`src/rtl/tiny32_mem_arbiter.sv`:
```
// tiny32_mem_arbiter
//   Shares one 64-bit memory bus between the instruction-fetch port (128-bit
//   line, issued as two 64-bit beats) and the data load/store port.
//   Round-robin grant on simultaneous requests, optional per-beat timeout.
//
//   state | meaning
//   ------+-------------------------------------------------------------
//   IDLE  | bus idle, arbitrate between i_req and d_req
//   IF0   | fetch beat 0 on the bus (line address + 0)
//   IF1   | fetch beat 1 on the bus (line address + 8)
//   DACC  | single data beat on the bus (load or store)
//   ACK   | one-cycle completion pulse to the granted port
//
// Ports
//   clk, rst                 clock, asynchronous active-high reset
//   i_req/i_adr              fetch request, 16-byte aligned line address
//   i_ack/i_err/i_dat        fetch completion pulse, timeout flag, line data
//   d_req/d_wr/d_sel/d_adr/d_dato   data request, 8-byte aligned
//   d_ack/d_err/d_dati       data completion pulse, timeout flag, load data
//   m_cyc/m_we/m_sel/m_adr/m_dato   memory bus master outputs
//   m_ack/m_dati             memory bus beat acknowledge and read data
module tiny32_mem_arbiter #(
  parameter int AW      = 24,
  parameter int TIMEOUT = 64
) (
  input  logic          clk,
  input  logic          rst,
  input  logic          i_req,
  input  logic [AW-1:0] i_adr,
  output logic          i_ack,
  output logic          i_err,
  output logic [127:0]  i_dat,
  input  logic          d_req,
  input  logic          d_wr,
  input  logic [7:0]    d_sel,
  input  logic [AW-1:0] d_adr,
  input  logic [63:0]   d_dato,
  output logic          d_ack,
  output logic          d_err,
  output logic [63:0]   d_dati,
  output logic          m_cyc,
  output logic          m_we,
  output logic [7:0]    m_sel,
  output logic [AW-1:0] m_adr,
  output logic [63:0]   m_dato,
  input  logic          m_ack,
  input  logic [63:0]   m_dati
);

  typedef enum logic [2:0] {IDLE, IF0, IF1, DACC, ACK} state_t;

  localparam logic GNT_I = 1'b0;
  localparam logic GNT_D = 1'b1;

  // Beat timer counts down from TIMEOUT-1; reaching zero without m_ack aborts.
  localparam int TW = (TIMEOUT > 1) ? $clog2(TIMEOUT) : 1;
  localparam logic [TW-1:0] TMR_LOAD = TW'((TIMEOUT > 0) ? TIMEOUT - 1 : 0);

  state_t          state, state_nxt;
  logic            last_gnt, last_gnt_nxt;
  logic [TW-1:0]   tmr, tmr_nxt;
  logic [63:0]     beat0, beat0_nxt;
  logic            timed_out;

  logic            i_ack_nxt, i_err_nxt, d_ack_nxt, d_err_nxt;
  logic [127:0]    i_dat_nxt;
  logic [63:0]     d_dati_nxt, m_dato_nxt;
  logic            m_cyc_nxt, m_we_nxt;
  logic [7:0]      m_sel_nxt;
  logic [AW-1:0]   m_adr_nxt;

  // Low address bits are alignment-only and intentionally ignored.
  logic unused_adr_bits;
  assign unused_adr_bits = ^{i_adr[3:0], d_adr[2:0]};

  assign timed_out = (TIMEOUT != 0) && (tmr == '0);

  always_ff @(posedge clk or posedge rst) begin
    if (rst) begin
      state    <= IDLE;
      last_gnt <= GNT_D;
      tmr      <= '0;
      beat0    <= '0;
      i_ack    <= 1'b0;
      i_err    <= 1'b0;
      i_dat    <= '0;
      d_ack    <= 1'b0;
      d_err    <= 1'b0;
      d_dati   <= '0;
      m_cyc    <= 1'b0;
      m_we     <= 1'b0;
      m_sel    <= '0;
      m_adr    <= '0;
      m_dato   <= '0;
    end else begin
      state    <= state_nxt;
      last_gnt <= last_gnt_nxt;
      tmr      <= tmr_nxt;
      beat0    <= beat0_nxt;
      i_ack    <= i_ack_nxt;
      i_err    <= i_err_nxt;
      i_dat    <= i_dat_nxt;
      d_ack    <= d_ack_nxt;
      d_err    <= d_err_nxt;
      d_dati   <= d_dati_nxt;
      m_cyc    <= m_cyc_nxt;
      m_we     <= m_we_nxt;
      m_sel    <= m_sel_nxt;
      m_adr    <= m_adr_nxt;
      m_dato   <= m_dato_nxt;
    end
  end

  always_comb begin
    state_nxt    = state;
    last_gnt_nxt = last_gnt;
    tmr_nxt      = tmr;
    beat0_nxt    = beat0;
    i_ack_nxt    = 1'b0;
    i_err_nxt    = i_err;
    i_dat_nxt    = i_dat;
    d_ack_nxt    = 1'b0;
    d_err_nxt    = d_err;
    d_dati_nxt   = d_dati;
    m_cyc_nxt    = m_cyc;
    m_we_nxt     = m_we;
    m_sel_nxt    = m_sel;
    m_adr_nxt    = m_adr;
    m_dato_nxt   = m_dato;

    case (state)
      IDLE: begin
        // Tie goes to whichever port was not served last.
        if (i_req && (!d_req || last_gnt == GNT_D)) begin
          state_nxt    = IF0;
          last_gnt_nxt = GNT_I;
          tmr_nxt      = TMR_LOAD;
          m_cyc_nxt    = 1'b1;
          m_we_nxt     = 1'b0;
          m_sel_nxt    = 8'hFF;
          m_adr_nxt    = {i_adr[AW-1:4], 4'h0};
          m_dato_nxt   = '0;
        end else if (d_req) begin
          state_nxt    = DACC;
          last_gnt_nxt = GNT_D;
          tmr_nxt      = TMR_LOAD;
          m_cyc_nxt    = 1'b1;
          m_we_nxt     = d_wr;
          m_sel_nxt    = d_sel;
          m_adr_nxt    = {d_adr[AW-1:3], 3'b000};
          m_dato_nxt   = d_dato;
        end
      end

      IF0: begin
        if (m_ack) begin
          state_nxt = IF1;
          beat0_nxt = m_dati;
          tmr_nxt   = TMR_LOAD;
          m_adr_nxt = m_adr + AW'(8);
        end else if (timed_out) begin
          state_nxt = ACK;
          m_cyc_nxt = 1'b0;
          i_ack_nxt = 1'b1;
          i_err_nxt = 1'b1;
          i_dat_nxt = '0;
        end else begin
          tmr_nxt = tmr - TW'(1);
        end
      end

      IF1: begin
        if (m_ack) begin
          state_nxt = ACK;
          m_cyc_nxt = 1'b0;
          i_ack_nxt = 1'b1;
          i_err_nxt = 1'b0;
          i_dat_nxt = {m_dati, beat0};
        end else if (timed_out) begin
          state_nxt = ACK;
          m_cyc_nxt = 1'b0;
          i_ack_nxt = 1'b1;
          i_err_nxt = 1'b1;
          i_dat_nxt = '0;
        end else begin
          tmr_nxt = tmr - TW'(1);
        end
      end

      DACC: begin
        if (m_ack) begin
          state_nxt = ACK;
          m_cyc_nxt = 1'b0;
          d_ack_nxt = 1'b1;
          d_err_nxt = 1'b0;
          // Stores leave the previous load data in place.
          if (!m_we) d_dati_nxt = m_dati;
        end else if (timed_out) begin
          state_nxt  = ACK;
          m_cyc_nxt  = 1'b0;
          d_ack_nxt  = 1'b1;
          d_err_nxt  = 1'b1;
          d_dati_nxt = '0;
        end else begin
          tmr_nxt = tmr - TW'(1);
        end
      end

      ACK: begin
        state_nxt = IDLE;
        i_err_nxt = 1'b0;
        d_err_nxt = 1'b0;
      end

      default: state_nxt = IDLE;
    endcase
  end

endmodule

```
`config.mk`:
```
export PLATFORM = sky130hd
export DESIGN_NAME = tiny32_mem_arbiter
export DESIGN_NICKNAME = d
export VERILOG_FILES = /design/src/rtl/tiny32_mem_arbiter.sv
export SDC_FILE = /design/constraint.sdc
export NUM_CORES = 1
export LEC_CHECK = 0
export BUFFER_PORTS_ARGS = -buffer_cell sky130_fd_sc_hd__buf_2
export CELL_PAD_IN_SITES_DETAIL_PLACEMENT = 1
export CELL_PAD_IN_SITES_GLOBAL_PLACEMENT = 1
export CORE_MARGIN = 2
export CORE_UTILIZATION = 42
export CTS_CLUSTER_SIZE = 8
export DETAILED_ROUTE_END_ITERATION = 7
export GPL_TIMING_DRIVEN = 0
export PLACE_DENSITY_LB_ADDON = 0.1
export REMOVE_ABC_BUFFERS = 1
export SLEW_MARGIN = 20
export SYNTH_ARGS = -nofsm -noshare
export SYNTH_HDL_FRONTEND = slang
export SYNTH_SLANG_ARGS = --single-unit
```
`constraint.sdc`:
```
create_clock -name clk -period 31.8 [get_ports clk]
set_clock_uncertainty 0.2 [all_clocks]
set_input_delay 6.36 -clock clk [delete_from_list [all_inputs] [get_ports clk]]
set_output_delay 6.36 -clock clk [all_outputs]
set_load 0.03 [all_outputs]
```
# ---- Word-level counts from Yosys, hierarchy flattened
# Index checks and enable logic that the tools add are counted.
# Widths: inputs -> output; s select.
dict set report op_classes {
  eq_ne 10
  add_sub_neg 2
  reduce_logical 22
  n_mux 48
}
# operator n
set op_table {}
lappend op_table {{$mux 128} 3}
lappend op_table {{$mux 64} 5}
lappend op_table {{$pmux 128 s2} 1}
lappend op_table {{$mux 24} 3}
lappend op_table {{$pmux 24 s2} 1}
lappend op_table {{$mux 6} 5}
lappend op_table {{$add 24x4->24 const B} 1}
lappend op_table {{$pmux 6 s3} 1}
lappend op_table {{$mux 1} 17}
lappend op_table {{$mux 8} 2}
lappend op_table {{$mux 3} 5}
lappend op_table {{$reduce_and 3->1} 4}
lappend op_table {{$reduce_and 2->1} 5}
lappend op_table {{$reduce_bool 2->1} 5}
lappend op_table {{$pmux 3 s3} 1}
lappend op_table {{$ne 2x2->1 const B} 4}
lappend op_table {{$eq 3x2->1 const B} 2}
lappend op_table {{$logic_not 6->1} 1}
lappend op_table {{$ne 3x3->1 const B} 2}
lappend op_table {{$pmux 1 s3} 2}
lappend op_table {{$reduce_bool 3->1} 2}
lappend op_table {{$sub 6x1->6 const B} 1}
lappend op_table {{$pmux 1 s2} 2}
lappend op_table {{$eq 3x1->1 const B} 1}
lappend op_table {{other kinds (6)} 6}
dict set report totals {
  word_cells 97
  inputBits 190
  register_bits 368
}

# ---- Logic depth before layout (Yosys ltp)
dict set report depth {
  ltp_word 5
  mapped_depth 9
}

# ---- Worst setup path before layout
# OpenSTA, ideal clock, no wires.
dict set report synth_timing {
  path_kind {in2reg}
  from {input port d_req}
  to {register m_adr[22]}
  stages 6
  path_buffers 1
  slack_ns 23.661
  required_time_ns 31.457
  arrival_time_ns 7.796
  path_cell_list {nor3_1 > or4_1 > buf_2 > or4_4 > o211ai_2 > o311ai_1}
}
dict set report synth_between {
  elab_chain_cells 5
}
# element line_no
set synth_lines {}
lappend synth_lines {{start: declaration} 33} ;# input logic d_req,
lappend synth_lines {{$logic_not 1->1} 134} ;# if (i_req && (!d_req || last_gnt == GNT_D)) begin
lappend synth_lines {{$logic_or 1x1->1} 134}
lappend synth_lines {{$logic_and 1x1->1} 134}
lappend synth_lines {{$ne 3x3->1 (no source line) / $mux 24 (equally long branches)} n/a}
lappend synth_lines {{$reduce_and 3->1 (no source line) / $pmux 24 s2 (equally long branches)} n/a}
lappend synth_lines {{end signal: assignment} 109} ;# m_adr <= m_adr_nxt;
lappend synth_lines {{end: declaration} 44} ;# output logic [AW-1:0] m_adr,
# Parallel ways exist; a longest one is shown, timed or not.
# A chain may end at the register's enable or synchronous reset.

# ---- Worst setup path after layout
dict set report layout_timing {
  from {input port i_req}
  to {register m_adr[21]}
}
dict set report layout_between {
  elab_chain_cells 3
}
# element line_no
set layout_lines {}
lappend layout_lines {{start: declaration} 28} ;# input logic i_req,
lappend layout_lines {{$logic_and 1x1->1 (*)} 134}
lappend layout_lines {{$ne 3x3->1 (no source line) / $mux 24 (equally long branches)} n/a}
lappend layout_lines {{$reduce_and 3->1 (no source line) / $pmux 24 s2 (equally long branches)} n/a}
# Every way passes the cells marked *; elsewhere a longest branch is shown, timed or not.

==> results by stage <==
Synthesis:
- Sequential cells were found to cover 64.3% of the synthesized design area.
- The number of flops mapped to enable cells by yosys is 0.
- The netlist uses 54 different library cells.
- Counting every instance in the synthesized netlist gives 1162.
- By area the synthesized netlist is led by sky130_fd_sc_hd__dfrtp_1 (64%), sky130_fd_sc_hd__a22o_1 (12%), sky130_fd_sc_hd__mux2_2 (5.8%).
- In the synthesized netlist, the cells that appear most often are sky130_fd_sc_hd__dfrtp_1 (364), sky130_fd_sc_hd__a22o_1 (192), sky130_fd_sc_hd__nand2_1 (174), sky130_fd_sc_hd__o21ai_0 (85), sky130_fd_sc_hd__clkbuf_1 (78).
- The share of Yosys cell area claimed by the top area cell type is 64.1%.
- The total of flip-flops plus latches after synthesis is 365.
- The synthesized area per cell is 12.2 sq um.
- The number of warning messages in the yosys log is 0.
- The proportion of synthesized flip-flops having asynchronous set or reset is 100%.
- The synthesized design spends more area on one cell type than any other, namely sky130_fd_sc_hd__dfrtp_1.
- The area of the mapped netlist is 0.0142 sq mm.
- The most numerous cell in the Yosys netlist is sky130_fd_sc_hd__dfrtp_1.
- The main flop type after synthesis is sky130_fd_sc_hd__dfrtp_1.

Power:
- Summed over all cells, the static leakage comes to 0.00964 uW.
- The total internal power is 1300 uW.
- The proportion of power drawn by flip-flops and latches is 35.4%.
- The switching power summed over all nets is 986 uW.
- For this design the ratio of total power to cell area is 122 mW/mm^2.
- The clock network accounts for 21.0% of the total power.
- In this run switching power makes up 43.0% of total power.
- The combinational group share of total power is 43.6%.
- After layout, the design draws a total of 2290 uW.
- Across the VDD grid, the largest voltage drop is 0.0602 mV.

Run:
- The max capacitance violation total is 0.

Clock tree:
- The number of setup buffers added after CTS is 0.
- The clock passes through at most 3 buffers.
- In this run the clock root is driven by a sky130_fd_sc_hd__clkbuf_16.
- Post-CTS repair changed the size of 0 cells.
- TritonCTS built the clock tree.
- Counting the buffers created by CTS gives 51.
- The H-tree generated during clock tree synthesis spans 2 levels.
- After clock tree synthesis, the clock-pin slew on the worst setup and hold paths is 0.05 ns.
- In this run, post-CTS hold repair placed 0 buffers.
- Counting every sink on the clock net gives 365.
- The insertion delay to the later sink of the worst-skew pair is 0.56 ns.

Worst hold path:
- The worst hold-check path type is reg -> reg.
- For hold timing, the worst endpoint is m_dato[1].
- The source of the worst hold timing path is m_dato[1].
- The worst hold path passes through 2 cells.

Route:
- In the final routed layout, each cell accounts on average for 22.1 um.
- The total length of routed wires is 46600 um.
- The number of iterations in the first detailed-routing pass is 4.
- The count of routing violations after the opening detailed-route iteration is 704.
- Dividing the detail-routed via count by the number of cells gives 5.46.
- The remaining number of nets flagged by the antenna check after routing is 0.
- The final route contains 11500 vias.
- The total DRC errors in the routed layout is 0.

Setup path:
- The largest stage delay on the critical path is 0.97 ns.
- The endpoint of the most critical register-to-register path is m_adr[21].
- By startpoint and endpoint, the worst setup path is classified as in -> reg.
- The cell depth of the worst flop-to-flop path is 4.
- The reg-to-reg startpoint is state[1].
- The slack of the worst reg-to-reg path is 28.79 ns.
- The largest individual stage delay along the critical path comes from the cell sky130_fd_sc_hd__or4_1.
- The kind of cell with the highest combined delay along the critical path is simple AND/OR/NAND/NOR gates.
- The data required time of the critical path is 32.04 ns.
- Data arrives at the worst endpoint at 8.62 ns.
- The signal on the critical path passes through buf_2 > nor3_1 > or4_1 > or4_4 > o32ai_2 > nor2_1.
- STA classifies the critical path endpoint as a flop.
- Together, buffers and inverters on the worst path number 1.
- The largest fanout on the critical path is 28.
- The startpoint type of the worst setup path is an input port.

STA:
- The number of setup violations in the final report is 0.
- The part of the cycle the worst path needs is 26.4%.
- The number of hold-slack violations in the final timing report is 0.
- The max-slew violation count is 0.
- The relative slew slack is 30.7%.
- After layout, the minimum clock period comes to 8.39 ns.
- In the final timing run, aggregate negative setup slack is 0 ns.
- The worst-margin pin slew is 1.04 ns.
- Static timing analysis puts the maximum clock frequency at 119 MHz.
- Setup repair after global routing left no endpoint under its margin.

Global route:
- The total global-route track usage is 26.3%.
- The wire length of the first global-routing pass is 72600 um.
- Entering global routing, the biggest net connects 99 pins.
- In the global route stage, met1 resource usage came out at 31.8%.
- The met3 usage in global routing is 7.62%.
- In this run the most used layer during global routing was met2.
- The total overflow left after global routing is 0.
- For met2 alone, demand over resource in global routing was 43.7%.
- The initial antenna violation count is 14.
- The via count of the first global-routing pass is 12300.

Die:
- Measured along the x axis, the die boundary spans 188 um.
- After floorplanning, the core was divided into 67 placement rows.
- The die covers 0.0353 sq mm.
- The standard cell core area is 0.0334 sq mm.
- The initial utilization of the core area, before any placement, comes to 42.5%.
- The count of boundary I/O pins is 484.
- The die is 188 um tall.

Finish:
- The total of fill cells in the finished design is 3628.
- The fraction of layout instances using a drive strength above 1 is 39.8%.
- The area growth from synthesis to layout is 32.7%.
- In the final layout, the multi-input gates occupy 0.00472 sq mm.
- The net total in the final layout is 1836.
- The sequential standard cell area is 0.00914 sq mm.

Placed design:
- The count of input and output buffers is 473.
- The HPWL after detailed placement is 33300 um.
- Routability-driven placement finished with a final weighted congestion of 0.823.

Outcome:
- The flow ran to the end, and the final reports show no timing, DRC or antenna violations.
-- worst register-to-register path, stage by stage, from the launching register on --
cell and delay, ns:
sky130_fd_sc_hd__dfrtp_1 0.58, sky130_fd_sc_hd__or4_1 1.08, sky130_fd_sc_hd__or4_4 0.74, sky130_fd_sc_hd__o32ai_2 0.22
sky130_fd_sc_hd__nor2_1 0.07
-- per-stage QoR --
| stage | setup slack [ns] | hold WS [ns] | area (sq um) | util, % | cells |
|---|---|---|---|---|---|
| 2_1_floorplan | 15.11 | 0.257 | 13800 | - | 1074 |
| 3_3_place_gp | 10.79 | 0.258 | 16800 | 50.2 | 1995 |
| 3_5_place_dp | 22.86 | 0.266 | 17500 | 52.2 | 2038 |
| 4_1_cts | 23.44 | 0.277 | 18800 | 56.3 | 2102 |
| 5_1_grt | 23.33 | 0.298 | 18800 | 56.3 | 2109 |
| 6_report | 23.41 | 0.274 | 18800 | 56.3 | 2110 |
-- area by class of cell --
cell class	count	area share, %
repair buffers	516	15.9
clock inverters	3	0.159
multi-input cells	698	25.1
flip-flops and latches	365	48.5
well taps	448	2.97
diodes	8	0.106
inverters	11	0.259
clock buffers	61	7.08
-- worst max path at each step --
stage	start	end	slack (ns)	depth (start not counted)
floorplan	rst	beat0[0]	15.11	1
global placement	rst	d_dati[0]	10.79	2
detailed placement	i_req	m_adr[21]	22.86	6
CTS	i_req	m_adr[21]	23.44	6
global route	i_req	m_adr[21]	23.33	6
finish	i_req	m_adr[21]	23.41	6
-- cells by family after synthesis --
logic type      synth area share (%)
xor+xnor                      0.0617
other cells                   0.0264
buf+inv                         2.84
mux                             6.14
fa+ha+maj                      0.264
compound gates                  18.3
flops                           64.3
simple gates                    8.01
-- registers in the layout, summed over array words and instances (netlist names) --
register,count
m_we,1
m_adr,21
d_dati,64
last_gnt,1
m_dato,64
beat0,64
m_sel,8
i_dat,128
state,3
tmr,6
d_ack,1
d_err,1
i_ack,1
i_err,1
m_cyc,1
-- per-layer routing --
metal	vias to the layer above	routed length [um]
li1	5179	-
met1	5826	18400
met3	98	3330
met5	-	56
met4	8	1950
met2	420	22900
-- placed cells by master (no fill, tap or decap), types with 8 or more instances in the layout --
master / instances
sky130_fd_sc_hd__nor2_1: 26
sky130_fd_sc_hd__mux2_2: 73
sky130_fd_sc_hd__nor3_1: 14
sky130_fd_sc_hd__a21oi_1: 21
sky130_fd_sc_hd__buf_16: 10
sky130_fd_sc_hd__nand2_1: 173
sky130_fd_sc_hd__buf_2: 474
sky130_fd_sc_hd__dfrtp_1: 364
sky130_fd_sc_hd__clkbuf_16: 52
sky130_fd_sc_hd__nand3_1: 14
sky130_fd_sc_hd__diode_2: 8
sky130_fd_sc_hd__a31oi_1: 9
sky130_fd_sc_hd__inv_1: 9
sky130_fd_sc_hd__buf_4: 19
sky130_fd_sc_hd__o21ai_0: 85
sky130_fd_sc_hd__a22o_1: 192
sky130_fd_sc_hd__clkbuf_1: 9
-- power by group through the flow --
stage / clock, uW / sequential, uW / combinational [uW]
2_1_floorplan: 0 / 1110 / 334
3_5_place_dp: 0 / 811 / 1000
3_3_place_gp: 0 / 800 / 969
4_1_cts: 493 / 810 / 1010
6_report: 482 / 810 / 998
5_1_grt: 511 / 838 / 1060
Power figures use the tool's default switching activity.
